File: src/rtl/equiv_sweep_ctrl.sv
// Exhaustive two-input sweep sequencer for gate-identity checking, with a latched pass/fail report.
// Optional feature: define EQ_STOP_ON_FAIL_EN to end a sweep at the first mismatching vector.
module equiv_sweep_ctrl #(
    parameter int unsigned NUM_PAIRS = 3,
    parameter int unsigned SETTLE    = 1
) (
    input  logic                 clk,
    input  logic                 rst_n,
    input  logic                 start_i,
    input  logic [NUM_PAIRS-1:0] f_lhs_i,
    input  logic [NUM_PAIRS-1:0] f_rhs_i,
    output logic                 a_o,
    output logic                 b_o,
    output logic                 busy_o,
    output logic                 done_o,
    output logic                 pass_o,
    output logic [NUM_PAIRS-1:0] mismatch_o,
    output logic [2:0]           first_fail_pair_o,
    output logic [1:0]           first_fail_vec_o
);

    localparam int unsigned CNT_W = 4;
    localparam int unsigned VEC_W = 2;

`ifdef EQ_STOP_ON_FAIL_EN
    localparam bit STOP_ON_FAIL = 1'b1;
`else
    localparam bit STOP_ON_FAIL = 1'b0;
`endif

    typedef enum logic [1:0] {
        S_IDLE,
        S_SETTLE,
        S_CHECK,
        S_DONE
    } state_e;

    state_e               state_q, state_d;
    logic [CNT_W-1:0]     cnt_q, cnt_d;
    logic [VEC_W-1:0]     vec_q, vec_d;
    logic                 busy_q, busy_d;
    logic                 done_q, done_d;
    logic                 pass_q, pass_d;
    logic [NUM_PAIRS-1:0] mism_q, mism_d;
    logic [2:0]           ffp_q, ffp_d;
    logic [1:0]           ffv_q, ffv_d;

    logic [NUM_PAIRS-1:0] diff;
    logic [2:0]           low_idx;

    // Lowest failing pair index of the current compare.
    always_comb begin
        diff    = f_lhs_i ^ f_rhs_i;
        low_idx = '0;
        for (int i = int'(NUM_PAIRS) - 1; i >= 0; i--) begin
            if (diff[i]) begin
                low_idx = 3'(i);
            end
        end
    end

    always_comb begin
        state_d = state_q;
        cnt_d   = cnt_q;
        vec_d   = vec_q;
        busy_d  = busy_q;
        done_d  = 1'b0;
        pass_d  = pass_q;
        mism_d  = mism_q;
        ffp_d   = ffp_q;
        ffv_d   = ffv_q;
        case (state_q)
            S_IDLE: begin
                if (start_i) begin
                    state_d = S_SETTLE;
                    cnt_d   = CNT_W'(SETTLE);
                    vec_d   = '0;
                    busy_d  = 1'b1;
                    pass_d  = 1'b0;
                    mism_d  = '0;
                    ffp_d   = '0;
                    ffv_d   = '0;
                end
            end
            S_SETTLE: begin
                if (cnt_q == CNT_W'(1)) begin
                    state_d = S_CHECK;
                end else begin
                    cnt_d = cnt_q - CNT_W'(1);
                end
            end
            S_CHECK: begin
                mism_d = mism_q | diff;
                // An all-zero mask means no earlier vector has failed in this sweep.
                if (diff != '0 && mism_q == '0) begin
                    ffp_d = low_idx;
                    ffv_d = vec_q;
                end
                if (vec_q == VEC_W'(3) || (STOP_ON_FAIL && diff != '0)) begin
                    state_d = S_DONE;
                    busy_d  = 1'b0;
                    done_d  = 1'b1;
                    pass_d  = (mism_d == '0);
                end else begin
                    state_d = S_SETTLE;
                    vec_d   = vec_q + VEC_W'(1);
                    cnt_d   = CNT_W'(SETTLE);
                end
            end
            S_DONE: begin
                state_d = S_IDLE;
            end
            default: begin
                state_d = S_IDLE;
            end
        endcase
    end

    always_ff @(posedge clk or negedge rst_n) begin
        if (!rst_n) begin
            state_q <= S_IDLE;
            cnt_q   <= '0;
            vec_q   <= '0;
            busy_q  <= 1'b0;
            done_q  <= 1'b0;
            pass_q  <= 1'b0;
            mism_q  <= '0;
            ffp_q   <= '0;
            ffv_q   <= '0;
        end else begin
            state_q <= state_d;
            cnt_q   <= cnt_d;
            vec_q   <= vec_d;
            busy_q  <= busy_d;
            done_q  <= done_d;
            pass_q  <= pass_d;
            mism_q  <= mism_d;
            ffp_q   <= ffp_d;
            ffv_q   <= ffv_d;
        end
    end

    assign a_o               = vec_q[1];
    assign b_o               = vec_q[0];
    assign busy_o            = busy_q;
    assign done_o            = done_q;
    assign pass_o            = pass_q;
    assign mismatch_o        = mism_q;
    assign first_fail_pair_o = ffp_q;
    assign first_fail_vec_o  = ffv_q;

endmodule

File: config.mk
export PLATFORM = sky130hd
export DESIGN_NAME = equiv_sweep_ctrl
export DESIGN_NICKNAME = d
export VERILOG_FILES = /design/src/rtl/equiv_sweep_ctrl.sv
export SDC_FILE = /design/constraint.sdc
export NUM_CORES = 1
export LEC_CHECK = 0
export BUFFER_PORTS_ARGS = -buffer_cell sky130_fd_sc_hd__buf_2
export CAP_MARGIN = 20
export CORE_ASPECT_RATIO = 1.1
export CORE_UTILIZATION = 35
export DETAILED_ROUTE_END_ITERATION = 8
export PLACE_DENSITY = 0.64
export SYNTH_ARGS = -nofsm -noshare
export SYNTH_HDL_FRONTEND = slang
export SYNTH_SLANG_ARGS = --single-unit
File: constraint.sdc
create_clock -name clk -period 4.7 [get_ports clk]
set_clock_uncertainty 0.2 [all_clocks]
set_input_delay 1.41 -clock clk [delete_from_list [all_inputs] [get_ports clk]]
set_output_delay 1.41 -clock clk [all_outputs]
set_load 0.02 [all_outputs]
==> results of run 1 <==
through the flow:
step / total power [mW] / util
after floorplan: 0.4404 / -
after global placement: 0.5009 / 0.4235
after detailed placement: 0.5071 / 0.4235
after CTS: 0.5996 / 0.4378
after global routing: 0.6417 / 0.4378
final: 0.5961 / 0.4378
synth_stat cells (all sizes together) (2+ instances only):
master and n:
nand2 18, a21oi 3, a22o 3, mux2i 2, inv 6, buf 3
nor2 5, or3 4, o21ai 9, ha 3, dfrtp 18, nand2b 5
xnor2 3, nand3 2
worst register-to-register path: cells and delay by family (launching register included):
family	cells	cell delay, ns
AND/OR/NAND/NOR	1	0.35
adder cells (fa/ha/maj)	1	0.31
AO/OA/AOI/OAI	3	0.49
flip-flops	1	0.45
routing by layer:
metal / GRT usage / part of all wire / vias up
met5: 0 / 0 / -
met4: 0.05792 / 0.014 / 0
met3: 0.01867 / 0.032 / 2
met2: 0.2143 / 0.46 / 10
met1: 0.1912 / 0.49 / 339
li1: - / - / 376
cells in the final DEF (no fill, tap or decap):
| cell type | instances |
|---|---|
| a22o_1 | 3 |
| a31o_1 | 1 |
| nand3_1 | 2 |
| o21ai_2 | 1 |
| o21ai_0 | 8 |
| nand2b_4 | 1 |
| o31ai_1 | 1 |
| nor2b_1 | 1 |
| o2111ai_1 | 1 |
| and4bb_2 | 1 |
| or2_2 | 1 |
| clkbuf_8 | 1 |
| o21bai_1 | 1 |
| clkbuf_4 | 3 |
| ha_1 | 3 |
| or3_1 | 3 |
| conb_1 | 1 |
| buf_2 | 20 |
| or3_4 | 1 |
| xor2_1 | 1 |
| dfrtp_1 | 18 |
| mux2_2 | 1 |
| o211ai_1 | 1 |
| inv_1 | 6 |
| nor3b_4 | 1 |
| xnor2_1 | 3 |
| a22oi_1 | 1 |
| or3b_1 | 1 |
| nand2_1 | 17 |
| nand2b_1 | 4 |
| nand2_2 | 1 |
| nor2_1 | 5 |
| a21oi_1 | 3 |
| mux2i_1 | 2 |
kinds of logic (layout without fill, tap and decap cells):
| family | Yosys count | after routing |
|---|---|---|
| adders and majority gates | 3 | 3 |
| and+or+nand+nor | 39 | 39 |
| other | 1 | 1 |
| DFF | 18 | 18 |
| buffers and inverters | 10 | 30 |
| AOI/OAI and AO/OA | 21 | 21 |
| muxes | 3 | 3 |
| xor gates and xnor gates | 4 | 4 |
worst paths after layout:
path | from | end | slack, ns | cells past startpoint
min in group asynchronous | rst_n | first_fail_pair_o[1] | 0.83 | 1
worst max register to register | vec_q[1] | cnt_q[3] | 2.84 | 5
max in group asynchronous | rst_n | cnt_q[1] | 3.19 | 1
worst min-delay path | busy_o | busy_o | 0.28 | 2
worst max-delay path | vec_q[1] | a_o | 2.17 | 1
worst min register to register | busy_o | busy_o | 0.28 | 2
flip-flops by register name, indices dropped and copies added (netlist names):
signal,count
cnt_q,4
mismatch_o,3
state_q,2
first_fail_pair_o,2
done_o,1
busy_o,1
first_fail_vec_o,2
pass_o,1
vec_q,2
layout make-up:
type / count / area (um2) / share of cell area
Clock buffer: 4 / 36.28 / 0.03258
Inverter: 6 / 22.52 / 0.02022
Multi-Input combinational cell: 71 / 465.4 / 0.4180
Sequential cell: 18 / 450.4 / 0.4045
Tap cell: 31 / 38.79 / 0.03483
Timing Repair Buffer: 20 / 100.1 / 0.08989
power groups by stage:
stage               registers [mW]  logic (mW)  clock network (mW)
global route                 0.261       0.275               0.106
CTS                          0.251       0.254              0.0949
detailed placement           0.254       0.253                   0
finish                       0.251       0.252              0.0924
floorplan                    0.271       0.170                   0
global placement             0.253       0.247                   0
==> flow_summary.toml, run 1 <==
[sta]
post-route-min-period_ns = 2.535
fmax_mhz = 394.6
timing.final.crit_share = 0.5393
rsz0062_at_grt = "no"
final.setup.tns_ns = 0
hold-worst-slack_ns = 0.2814
timing.final.ws_setup_ns = 2.165
hold_viol_final = 0
setup_viol = 0
maxSlewViolCount = 0

[cells_and_area]
area_growth_pct = 15.58
diodes = 0
drive_gt1_frac = 0.2689
fill_cells = 243
stdcell_count = 150
final_area_um2 = 1114
nets = 132

[synth]
syn_avg_cell_area_um2 = 9.732
synth_xor_area_frac = 0.03636
ys_types = 34
yosys_warnings = 0
syn_area_um2 = 963.4
synth_seq_area_share = 0.4675
synthAdderAreaFrac = 0.03896
synth_async_sr_flop_share = 1.000
synth_compound_area_frac = 0.1429
synth_top_family_by_area = "simple AND/OR/NAND/NOR gates"
synth_nets = 111
syn_inst = 99
synth_top_cell_by_area = "dfrtp_1"
synth-edff-count = 0
synth-seq-cells = 18
yosysTopAreaCellShare = 0.4675
synth-simple-area-share = 0.2286
synthTopCellsByArea = "dfrtp_1 47%, nand2_1 6.6%, o21ai_0 4.2%"
yosys_most_used_dff = "dfrtp_1"
synth.area.mux_share = 0.03247

[flow_run]
maxCapViolations = 0

[global_route]
grt_max_degree = 19
grt_overflow = 0
antenna_found_initial = 0
grtUsageTotal = 0.1381
grt_pass1_vias = 678
grt_pass1_wl_um = 3091

[placement]
dpl.cell_count = 146
placed_area_um2 = 1077
numPortBuffers = 20
place_hpwl_um = 1387
gp_congestion = 0.7588
dpl_worst_slack_ns = 2.111

[hold_path]
hold_class = "flip-flop to flip-flop"

[critical_path]
worstPathRequired_ns = 3.09
path_delay_family = "flip-flops"
start_kind = "flip-flop"
cp.arrival_ns = 0.92
critical_path.cell_chain = "buf_2"
cp_slowest_cell = "dfrtp_1"
worst_path_largest_cell_delay_ns = 0.44
crit_type = "flip-flop to primary output"
endpoint_kind = "primary output"
crit_path_max_fanout = 5
path_buf_inv = 1

[power]
power_frac_comb = 0.423
p_sw_mw = 0.2433
leakagePower_nw = 0.5756
ir_worst_vdd_uv = 237.4
p_int_mw = 0.3528
clkPwrFrac = 0.155
sw_frac_of_total = 0.4081
power_frac_seq = 0.422
power_density_nw_per_um2 = 535.3

[clocking]
post_cts_buffers = 0
cts_num_sinks = 18
clk_pin_slew_ns = 0.10
htree_levels = 1
cts.repair.resized = 0
cts_buffers = 3
clock_latency_ns = 0.28
cts_root_buf = "clkbuf_4"
cts_tree = "built"
cts_hold_buf = 0
clock_path_buffers = 2

[detailed_routing]
drt_first_pass_iters = 4
num_vias = 727
ant_nets = 0
via_per_inst = 4.847
avgRoutedWirePerCell_um = 12.03
wirelength_um = 1804
drc = 0
initialDrtViolationCount = 19

[die]
initial_core_util = 0.3788
die_y_um = 57.03
pin_count = 22
die_x_um = 52.03
dieArea_um2 = 2967
rows = 19
coreArea_um2 = 2544

[status]
status = "finished, final reports clean"
No activity file was read; power rests on OpenSTA's default activity.
==> run 2: changes to the inputs <==
--- a/config.mk
+++ b/config.mk
@@ -5,6 +5,7 @@
 export SDC_FILE = /design/constraint.sdc
 export NUM_CORES = 1
 export LEC_CHECK = 0
+export ABC_AREA = 1
 export BUFFER_PORTS_ARGS = -buffer_cell sky130_fd_sc_hd__buf_2
 export CAP_MARGIN = 20
 export CORE_ASPECT_RATIO = 1.1
==> constraint.sdc (replaced) <==
create_clock -name clk -period 2.5 [get_ports clk]
set_clock_uncertainty 0.2 [all_clocks]
set_input_delay 0.75 -clock clk [delete_from_list [all_inputs] [get_ports clk]]
set_output_delay 0.75 -clock clk [all_outputs]
set_load 0.02 [all_outputs]
==> run 2 against run 1 <==
Effect of this change:
- sequential cell count unchanged
- global-route usage up 0.48 points
- combinational power up 78%
- die area down 1.5%
- worst hold slack worse by 0.11 ns
- utilization up 0.098 points
- sequential power up 66%
- non-clock buffer count unchanged
- clock power up 89%
- critical path depth unchanged
- power up 75%
- critical path type unchanged
==> flow_summary.toml, run 2 <==
[status]
status = "finished, final reports clean"

[synth]
syn_area_um2 = 948.4
yosysTopAreaCellShare = 0.4749
yosys_most_used_dff = "dfrtp_1"
syn_avg_cell_area_um2 = 7.903
synth_seq_area_share = 0.4749
synthTopCellsByArea = "dfrtp_1 47%, nand2_1 13%, nand3_1 6.9%"
synth.most_common_cell = "nand2_1"
syn_inst = 120
synth_top_cell_by_area = "dfrtp_1"
ys_types = 20
synth-edff-count = 0
synth_nets = 132
synth-seq-cells = 18
yosys_warnings = 0
synth_async_sr_flop_share = 1.000
synth_common_cells = "32 x nand2_1, 18 x dfrtp_1, 17 x inv_1"

[sta]
final.setup.tns_ns = 0
rsz0062_at_grt = "no"
post-route-min-period_ns = 1.837
setup_viol = 0
timing.final.crit_share = 0.7349
hold-worst-slack_ns = 0.1754
fmax_mhz = 544.3
timing.final.ws_setup_ns = 0.6628
maxSlewViolCount = 0
hold_viol_final = 0

[power]
ir_worst_vdd_uv = 431.7
leakagePower_nw = 0.6390
power_mw = 1.042
power_density_nw_per_um2 = 933.7

[die]
initial_core_util = 0.3728
die_x_um = 51.63
dieArea_um2 = 2922
rows = 19
die_y_um = 56.60
pin_count = 22
coreArea_um2 = 2544

[critical_path]
path_buf_inv = 1
worst_path_largest_cell_delay_ns = 0.43
cp.arrival_ns = 0.89
endpoint_kind = "primary output"
start_kind = "flip-flop"
reg2reg_depth = 7
critical_path.cell_chain = "buf_2"
path_delay_family = "flip-flops"
crit_type = "flip-flop to primary output"
worstPathRequired_ns = 1.55
cp.depth = 1
cp_slowest_cell = "dfrtp_1"
crit_path_max_fanout = 4

[global_route]
grtUsageTotal = 0.1429
grt_overflow = 0
antenna_found_initial = 0
grt_pass1_vias = 741
grt_pass1_wl_um = 3111
grt_max_degree = 19

[detailed_routing]
via_per_inst = 4.517
num_vias = 786
initialDrtViolationCount = 12
drt_first_pass_iters = 4
ant_nets = 0
drc = 0
avgRoutedWirePerCell_um = 9.977
wirelength_um = 1736

[cells_and_area]
nets = 156
final_area_um2 = 1116
regMostFlops = "cnt_q"
postLayoutCoreUtil = 0.4388
final_common_cell = "nand2_1"
diodes = 0
final_cell_mix = "32 x nand2_1, 20 x buf_2, 18 x dfrtp_1"
drive_gt1_frac = 0.2727
area_growth_pct = 17.68
largest_reg_flops = 4
stdcell_count = 174

[clocking]
cts_root_buf = "clkbuf_4"
cts_buffers = 3
cts_tree = "built"
cts.repair.resized = 0
clock_latency_ns = 0.29
clock_path_buffers = 2
clk_pin_slew_ns = 0.10
cts_num_sinks = 18
cts_hold_buf = 0
post_cts_buffers = 0
htree_levels = 1

[hold_path]
hold_class = "input pin to async pin"

[placement]
dpl_worst_slack_ns = 0.6906
place_hpwl_um = 1362
gp_congestion = 0.7842
placed_area_um2 = 1080
dpl.cell_count = 170
numPortBuffers = 20

[flow_run]
maxCapViolations = 0
run 2: cells by family after synthesis:
| group | share of synthesized area |
|---|---|
| other | 0.003954 |
| buffers and inverters | 0.09499 |
| AND/OR/NAND/NOR | 0.3206 |
| AO/OA/AOI/OAI | 0.05673 |
| flip-flops | 0.4749 |
| adder cells (fa/ha/maj) | 0.03958 |
| XOR/XNOR | 0.009237 |
run 2: path summary, 6_finish.rpt:
kind                       startpoint              endpoint  slack (ns)
min                             rst_n              cnt_q[1]        0.18
min in group clk               busy_o                busy_o        0.29
max reg2reg                  vec_q[1]              cnt_q[3]        0.98
max                          vec_q[1]                   a_o        0.66
max in group asynchronous       rst_n  first_fail_pair_o[0]        1.63
min reg2reg                    busy_o                busy_o        0.29
run 2: layout make-up:
class | instances | area, um2
fillers | 262 | 1428
flip-flops and latches | 18 | 450.4
multi-input cells | 79 | 407.9
repair buffers | 20 | 100.1
inverters | 22 | 82.58
well taps | 31 | 38.79
clock buffers | 4 | 36.28
run 2: power breakdown:
part / total [mW] / internal (mW) / switching [mW]
registers: 0.417 / 0.362 / 0.0554
clock network: 0.175 / 0.0887 / 0.0868
logic: 0.449 / 0.142 / 0.307
run 2: routing by layer:
metal,up-vias,part of all wire,global-route usage
met4,0,0.0058,0.07336
met2,13,0.47,0.2245
met5,-,0,0
met1,353,0.48,0.1781
met3,2,0.039,0.03523
li1,418,-,-
